===== src/rtl/mem_bus_decoder.sv =====
// Address decoder bridging the PicoRV32 native memory interface onto NUM_SLAVES regions,
// with per-access timeout, error responses and sticky first-error capture.
module mem_bus_decoder #(
    parameter int unsigned                  NUM_SLAVES     = 4,
    parameter logic [NUM_SLAVES*32-1:0]     BASE_ADDRS     = {32'h3000_0000, 32'h2000_0000,
                                                              32'h1000_0000, 32'h0000_0000},
    parameter logic [NUM_SLAVES*8-1:0]      SIZE_LOG2      = {8'd12, 8'd12, 8'd12, 8'd15},
    parameter int unsigned                  TIMEOUT_CYCLES = 255,
    parameter logic [31:0]                  ERR_RDATA      = 32'hDEAD_BEEF
) (
    input  logic                        clk,
    input  logic                        rst,
    input  logic                        mem_valid,
    output logic                        mem_ready,
    input  logic [31:0]                 mem_addr,
    input  logic [31:0]                 mem_wdata,
    input  logic [3:0]                  mem_wstrb,
    output logic [31:0]                 mem_rdata,
    output logic [NUM_SLAVES-1:0]       s_valid,
    input  logic [NUM_SLAVES-1:0]       s_ready,
    output logic [31:0]                 s_addr,
    output logic [31:0]                 s_wdata,
    output logic [3:0]                  s_wstrb,
    input  logic [NUM_SLAVES*32-1:0]    s_rdata,
    input  logic                        err_clr,
    output logic                        err_valid,
    output logic [1:0]                  err_cause,
    output logic [31:0]                 err_addr
);

    localparam logic [1:0] ST_IDLE   = 2'd0;
    localparam logic [1:0] ST_ACCESS = 2'd1;
    localparam logic [1:0] ST_RESP   = 2'd2;
    localparam logic [1:0] ST_ERR    = 2'd3;

    localparam logic [1:0] CAUSE_UNMAPPED = 2'b01;
    localparam logic [1:0] CAUSE_TIMEOUT  = 2'b10;

    localparam int unsigned      CNT_W    = (TIMEOUT_CYCLES > 0) ? $clog2(TIMEOUT_CYCLES + 1) : 1;
    localparam logic [CNT_W-1:0] CNT_LAST = (TIMEOUT_CYCLES > 0) ? CNT_W'(TIMEOUT_CYCLES - 1) : '0;
    localparam logic [CNT_W-1:0] CNT_MAX  = CNT_W'(TIMEOUT_CYCLES);

    logic [1:0]             state, state_n;
    logic                   err_pend, err_pend_n;
    logic                   req_wr, req_wr_n;
    logic [31:0]            req_addr, req_addr_n;
    logic [CNT_W-1:0]       cnt, cnt_n;
    logic                   mem_ready_n;
    logic [31:0]            mem_rdata_n;
    logic [NUM_SLAVES-1:0]  s_valid_n;
    logic [31:0]            s_addr_n, s_wdata_n;
    logic [3:0]             s_wstrb_n;
    logic                   err_valid_n;
    logic [1:0]             err_cause_n;
    logic [31:0]            err_addr_n;

    logic [NUM_SLAVES-1:0]  hit_vec;
    logic [31:0]            hit_base;
    logic                   hit_any;
    logic                   sel_ready;
    logic [31:0]            sel_rdata;
    logic                   err_load;
    logic [1:0]             err_cause_in;
    logic [31:0]            err_addr_in;

    // Region decode; iterating downward lets the lowest matching index win.
    always_comb begin
        hit_vec  = '0;
        hit_base = '0;
        hit_any  = 1'b0;
        for (int i = NUM_SLAVES - 1; i >= 0; i--) begin
            if ((mem_addr >> SIZE_LOG2[i*8 +: 8]) ==
                (BASE_ADDRS[i*32 +: 32] >> SIZE_LOG2[i*8 +: 8])) begin
                hit_vec    = '0;
                hit_vec[i] = 1'b1;
                hit_base   = BASE_ADDRS[i*32 +: 32];
                hit_any    = 1'b1;
            end
        end
    end

    // The one-hot s_valid register doubles as the selected-slave index.
    always_comb begin
        sel_ready = |(s_ready & s_valid);
        sel_rdata = '0;
        for (int i = 0; i < NUM_SLAVES; i++) begin
            if (s_valid[i]) begin
                sel_rdata = s_rdata[i*32 +: 32];
            end
        end
    end

    always_ff @(posedge clk or posedge rst) begin
        if (rst) begin
            state     <= ST_IDLE;
            err_pend  <= 1'b0;
            req_wr    <= 1'b0;
            req_addr  <= '0;
            cnt       <= '0;
            mem_ready <= 1'b0;
            mem_rdata <= '0;
            s_valid   <= '0;
            s_addr    <= '0;
            s_wdata   <= '0;
            s_wstrb   <= '0;
            err_valid <= 1'b0;
            err_cause <= '0;
            err_addr  <= '0;
        end else begin
            state     <= state_n;
            err_pend  <= err_pend_n;
            req_wr    <= req_wr_n;
            req_addr  <= req_addr_n;
            cnt       <= cnt_n;
            mem_ready <= mem_ready_n;
            mem_rdata <= mem_rdata_n;
            s_valid   <= s_valid_n;
            s_addr    <= s_addr_n;
            s_wdata   <= s_wdata_n;
            s_wstrb   <= s_wstrb_n;
            err_valid <= err_valid_n;
            err_cause <= err_cause_n;
            err_addr  <= err_addr_n;
        end
    end

    always_comb begin
        state_n      = state;
        err_pend_n   = err_pend;
        req_wr_n     = req_wr;
        req_addr_n   = req_addr;
        cnt_n        = cnt;
        mem_ready_n  = 1'b0;
        mem_rdata_n  = mem_rdata;
        s_valid_n    = s_valid;
        s_addr_n     = s_addr;
        s_wdata_n    = s_wdata;
        s_wstrb_n    = s_wstrb;
        err_valid_n  = err_valid;
        err_cause_n  = err_cause;
        err_addr_n   = err_addr;
        err_load     = 1'b0;
        err_cause_in = '0;
        err_addr_in  = '0;

        case (state)
            ST_IDLE: begin
                if (mem_valid) begin
                    req_wr_n   = |mem_wstrb;
                    req_addr_n = mem_addr;
                    if (hit_any) begin
                        s_valid_n = hit_vec;
                        s_addr_n  = mem_addr - hit_base;
                        s_wdata_n = mem_wdata;
                        s_wstrb_n = mem_wstrb;
                        cnt_n     = '0;
                        state_n   = ST_ACCESS;
                    end else begin
                        err_load     = 1'b1;
                        err_cause_in = CAUSE_UNMAPPED;
                        err_addr_in  = mem_addr;
                        err_pend_n   = 1'b1;
                        state_n      = ST_ERR;
                    end
                end
            end
            ST_ACCESS: begin
                if (sel_ready) begin
                    mem_rdata_n = req_wr ? 32'h0 : sel_rdata;
                    mem_ready_n = 1'b1;
                    s_valid_n   = '0;
                    state_n     = ST_RESP;
                end else if ((TIMEOUT_CYCLES != 0) && (cnt == CNT_LAST)) begin
                    s_valid_n    = '0;
                    err_load     = 1'b1;
                    err_cause_in = CAUSE_TIMEOUT;
                    err_addr_in  = req_addr;
                    err_pend_n   = 1'b1;
                    state_n      = ST_ERR;
                end else if (cnt != CNT_MAX) begin
                    cnt_n = cnt + CNT_W'(1);
                end
            end
            ST_RESP: begin
                state_n = ST_IDLE;
            end
            default: begin
                // First ERR cycle records the error; the second one carries the response.
                if (err_pend) begin
                    mem_ready_n = 1'b1;
                    mem_rdata_n = req_wr ? 32'h0 : ERR_RDATA;
                    err_pend_n  = 1'b0;
                end else begin
                    state_n = ST_IDLE;
                end
            end
        endcase

        // Sticky capture keeps the first error; a simultaneous clear lets the new one in.
        if (err_load && (!err_valid || err_clr)) begin
            err_valid_n = 1'b1;
            err_cause_n = err_cause_in;
            err_addr_n  = err_addr_in;
        end else if (err_clr) begin
            err_valid_n = 1'b0;
            err_cause_n = '0;
            err_addr_n  = '0;
        end
    end

endmodule


===== config.mk =====
export PLATFORM = sky130hd
export DESIGN_NAME = mem_bus_decoder
export DESIGN_NICKNAME = d
export VERILOG_FILES = /design/src/rtl/mem_bus_decoder.sv
export SDC_FILE = /design/constraint.sdc
export NUM_CORES = 1
export LEC_CHECK = 0
export BUFFER_PORTS_ARGS = -buffer_cell sky130_fd_sc_hd__buf_2
export CAP_MARGIN = 20
export CORE_UTILIZATION = 32
export DETAILED_ROUTE_END_ITERATION = 10
export GPL_TIMING_DRIVEN = 0
export REMOVE_ABC_BUFFERS = 1
export SYNTH_ARGS = -nofsm -noshare
export SYNTH_HDL_FRONTEND = slang
export SYNTH_SLANG_ARGS = --single-unit

===== constraint.sdc =====
create_clock -name clk -period 4.9 [get_ports clk]
set_input_delay 0.245 -clock clk [delete_from_list [all_inputs] [get_ports clk]]
set_output_delay 0.245 -clock clk [all_outputs]
set_load 0.005 [all_outputs]

### Word level (Yosys, flattened, before mapping)

Index checks and enable logic that the tools add are counted.

* flip-flop bits (word level): 184
* input bits: 204
* output and inout bits: 140
* logic and storage cells: 121

* add/sub/neg operators: 2
* eq/ne operators: 17
* multiplexer cells: 67
* bitwise gates (word level): 3
* reduce and logical (&&, ||, !) cells: 18

Operator list (count)
* 32-bit two-way mux: 15
* 32-bit case mux with 2 select lines: 2
* 30-bit two-way mux: 3
* 20-bit by 18-bit equality test with 1-bit output, second input constant: 2
* 8-bit two-way mux: 5
* 32-bit zero test: 1
* 4-bit two-way mux: 8
* 32-bit subtractor: 1
* 20-bit by 17-bit equality test with 1-bit output, second input constant: 1
* 1-bit two-way mux: 18
* 2-bit two-way mux: 9
* 2-bit inequality test, second input constant: 8
* 8-bit case mux with 2 select lines: 1
* 3-bit AND reduction: 3
* 8-bit by 1-bit adder with 8-bit output, second input constant: 1
* 8-bit equality test, second input constant: 1
* 8-bit inequality test, second input constant: 1
* 4-bit case mux with 2 select lines: 1
* 4-bit OR reduction: 2
* 2-bit case mux with 3 select lines: 1
* 6-bit AND reduction: 1
* 2-bit nonzero test: 3
* 5-bit AND reduction: 1
* 4-bit AND: 1
* 15 further kinds: 17

### Longest topological paths before layout

* depth after elaboration: 10
* mapped depth: 10
* depth with buffers taken out: 9

### Least setup slack after synthesis

Ideal clock, no wire load.

* path kind: in2reg
* start: input mem_addr[26]
* end: register s_addr[31]
* setup time: 0.132 ns
* data arrival time: 1.729 ns
* data required time: 4.768 ns
* path slack: 3.038 ns
* stages on the path: 8
* path buffers: 1
* cell sequence: nor4_1 and4_1 buf_6 nand3_1 ha_1 a211oi_1 xnor2_1 o21ai_0

* cells in the longest elaborated chain, start to end: 6

RTL lines
* start: declaration: line 15 `input logic [31:0] mem_addr,`
* 20-bit by 18-bit equality test with 1-bit output: line 72 `if ((mem_addr >> SIZE_LOG2[i*8 +: 8]) ==`
* 30-bit two-way mux / 1-bit two-way mux (equally long branches) (3 in series): line 72
* 32-bit two-way mux / 1-bit two-way mux (equally long branches): line 72
* 32-bit subtractor / 3-bit AND reduction (equally long branches)
* end signal: assignment: line 118 `s_addr <= s_addr_n;`
* end: declaration: line 21 `output logic [31:0] s_addr,`

Several ways; a longest one is shown, not always the timed one.
A chain may end at the register's enable or synchronous reset.

### Worst setup path in the final report

* start: register s_valid[3]
* end: register err_addr[20]

* cells in the longest elaborated chain, start to end: 6

RTL lines
* start: declaration: line 19 `output logic [NUM_SLAVES-1:0] s_valid,`
* start signal: assignment: line 117 `s_valid <= s_valid_n;`
* 4-bit AND (*): line 84 `sel_ready = |(s_ready & s_valid);`
* 4-bit OR reduction (*): line 84
* 1-bit two-way mux: line 168 `if (sel_ready) begin`
* 1-bit case mux with 2 select lines: line 146 `case (state)`
* 1-bit logical AND: line 200 `if (err_load && (!err_valid || err_clr)) begin`
* 32-bit two-way mux / 2-bit nonzero test (equally long branches)
* end signal: assignment: line 123 `err_addr <= err_addr_n;`
* end: declaration: line 28 `output logic [31:0] err_addr`

Mark *: on every way between the ends. The rest lies on a longest branch, timed or not.

==> run summary <==
EDFF count, synth = 0
Relative slew margins = 36.1%
RSZ-0062 raised after global routing = false
Period minus WS final = 3140 ps
Most used cell, CP = buf_12
Most common cell after layout, fill and taps aside = buf_2
Port bufs = 343
Start of the worst register-to-register path = s_valid[3]$_DFFE_PP0P_
Rows = 59
Post-synth top flop = dfrtp_1
Worst Setup End Kind = register
Failing checks = DRC
FFs w/ async S/R, synth = 100%
Nets@finish = 1433
CTS tree = done
Hold depth = 3
Ys Warns = 0
Final hold violations = 0
Vias after detailed routing = 7763
Worst Path Class, Setup = register to register
Cts-stage hold buffer count = 35
Max-cap violations = 0
Final worst-path cycle share = 64.2%
Worst Hold Path EP = s_wstrb[1]$_DFFE_PP0P_
Reg2reg setup slack = 1760 ps
CP Cell Sequence = buf_12, a22oi_1, nand3_2, nor2_4, o21ai_4, buf_12, mux2i_1
Critical-path top delay cell = nor2_4
Pre-antenna DRT Iters = 7
Cells after Synth = 882
Number of DRC markers in iteration 0 = 421
Status = finished with violations
Max stage delay on crit path = 800 ps
R2r worst-path depth = 7
Clk slew on worst S/H paths = 80 ps
Placed cell count = 1504
Antenna-violating nets left = 0
Hold_sp = mem_wstrb[1]
Register Area = 0.00461 mm²
Die X = 166 µm
Die height = 166 µm
Slew @ Worst Pin = 957 ps
Initial antenna violation count = 1
Num CTS Buffers = 17
Remaining DRCs = 30
Die area = 0.0276 mm²
Starting Density = 32.9%
Total track usage = 19.2%
Hold WS = 24.2 ps
Share of layout cells above drive strength 1 = 32.9%
Sink Count = 184
Non-Filler Instances = 1575
Setup TNS = 0 ps
Grt ovf = 0
Fill count = 2542
Clk_lat worst skew = 440 ps
Pwr Total = 4.52 mW
Post-CTS Resized = 0
Final core utilization = 44.3%
CP startpoint kind = register
Mean area per synthesized cell = 9.77 µm²
Register bit count reported by yosys = 184
Area Growth Syn to Fin = 34.6%
First-pass GRT wire length = 41600 µm
Number of I/O pins = 344
Post-DP HPWL = 18200 µm
Distinct cell type count after synthesis = 54
Final setup viols = 0
Area occupied by multi-input gates = 0.00363 mm²
Setup bufs post-CTS = 0
Max VDD drop = 0.000228 V
Worst Path Arrival = 3460 ps
Drt total wl = 26600 µm
Layout Skew = 17.6 ps
Highest clock rate = 318 MHz
Root buf cell = clkbuf_16
Critical Path RT = 5210 ps
Leak pwr = 6.22 nW
Pins Over Slew Limit = 0
Most frequent cells in the layout = buf_2 (343), nand2_1 (322), dfrtp_1 (182), dlygate4sd3_1 (35)
RR Endpoint = err_addr[20]$_DFFE_PP0P_
Post-DR wirelength/cell = 16.9 µm
Placeable Area = 0.0262 mm²
Via count of the first global-routing pass = 7484
Power per standard cell area = 390 mW/mm²
CP Max Fanout = 57
Largest net degree at the start of global routing = 100
Vias per cell = 4.93
Clock Path Buffers = 2
Register area share after synthesis = 53.4%
Worst hold path type = primary input to register
Final Wtd Congestion = 0.901
# H-tree levels = 4
Mapped Area = 0.00862 mm²
==> kinds of logic (layout without fill, tap and decap cells) <==
| family | count (synthesis) | after routing | synth area share [%] |
|---|---|---|---|
| other cells | 0 | 3 | 0 |
| mux | 33 | 33 | 3.85 |
| fa+ha+maj | 5 | 5 | 0.813 |
| buf+inv | 76 | 431 | 4.62 |
| flops | 184 | 184 | 53.4 |
| xor+xnor | 8 | 8 | 0.813 |
| simple gates | 421 | 421 | 21.3 |
| compound gates | 155 | 155 | 15.1 |
==> synth_stat cells (2+ instances only) <==
master,number,share of area (%)
o311ai_1,4,0.41
nor2b_1,34,2.5
nand3_1,10,0.58
buf_4,5,0.44
a32o_1,2,0.23
or2_1,3,0.22
nor2_4,2,0.26
nor4_1,7,0.51
a22o_1,32,3.3
nand2_1,322,14
ha_1,4,0.58
and3_1,5,0.36
o311ai_0,20,2.0
clkbuf_1,37,1.6
o31ai_1,8,0.70
o21ai_0,8,0.46
a31o_1,2,0.20
nor2_1,9,0.39
o41ai_2,2,0.38
o21ai_1,2,0.12
buf_2,18,1.0
a21oi_1,3,0.17
dfrtp_1,184,53
xnor2_1,8,0.81
a22oi_1,31,2.7
a221oi_1,32,3.3
buf_12,3,0.70
mux2i_1,32,3.7
and2_1,13,0.94
buf_6,3,0.39
inv_1,8,0.35
nor3_1,7,0.41
==> state kept, by name, indices dropped and copies added (netlist names), 4 cells and up <==
name and count:
cnt 8, err_addr 32, mem_rdata 32, req_addr 32, s_addr 32, s_valid 4
s_wdata 32, s_wstrb 4
==> critical path: cells and delay by family (launching register included) <==
family	cells	cell delay [ps]
compound gates	2	760
buf+inv	2	480
flops	1	500
mux	1	130
simple gates	2	1090
==> power breakdown <==
part           total, mW  internal [mW]  switching (mW)
Sequential          1.97           1.79           0.176
Clock               1.40          0.727           0.669
Combinational       1.16          0.513           0.645
Total               4.52           3.03            1.49
==> final cells by class <==
class / count / area share (%)
clock inverter: 14 / 1.38
multi-input combinational: 622 / 31.3
inverter: 10 / 0.388
antenna: 3 / 0.0647
sequential: 184 / 39.7
clock buffer: 18 / 3.70
timing repair buffer: 389 / 19.9
tap: 335 / 3.61
==> stage by stage <==
| step | worst slack, ps | instance area, µm² |
|---|---|---|
| after detailed placement | 1720 | 10600 |
| after global placement | -2720 | 10400 |
| after CTS | 1690 | 11600 |
| after floorplan | -345 | 8260 |
| final | 1760 | 11600 |
| after global routing | 1540 | 11600 |
==> per-layer routing <==
| metal | vias up | routed length (µm) | track usage, % |
|---|---|---|---|
| met4 | 0 | 733 | 7.23 |
| met5 | - | 0 | 0 |
| li1 | 3734 | - | - |
| met1 | 3758 | 11500 | 25.3 |
| met2 | 231 | 13200 | 31.5 |
| met3 | 40 | 1200 | 3.36 |
==> how the worst max path moves through the flow <==
stage | start | to | slack (ps) | cells past startpoint
3_5_place_dp | s_valid[3]$_DFFE_PP0P_ | err_addr[20]$_DFFE_PP0P_ | 1720 | 7
5_1_grt | state[0]$_DFFE_PP0P_ | err_addr[0]$_DFFE_PP0P_ | 1540 | 6
6_report | s_valid[3]$_DFFE_PP0P_ | err_addr[20]$_DFFE_PP0P_ | 1760 | 7
2_1_floorplan | rst | cnt[0]$_DFFE_PP0P_ | -350 | 1
4_1_cts | s_valid[3]$_DFFE_PP0P_ | err_addr[20]$_DFFE_PP0P_ | 1690 | 7
3_3_place_gp | rst | s_addr[31]$_DFFE_PP0P_ | -2720 | 2
Note: power is estimated with default switching activity, not from simulation.
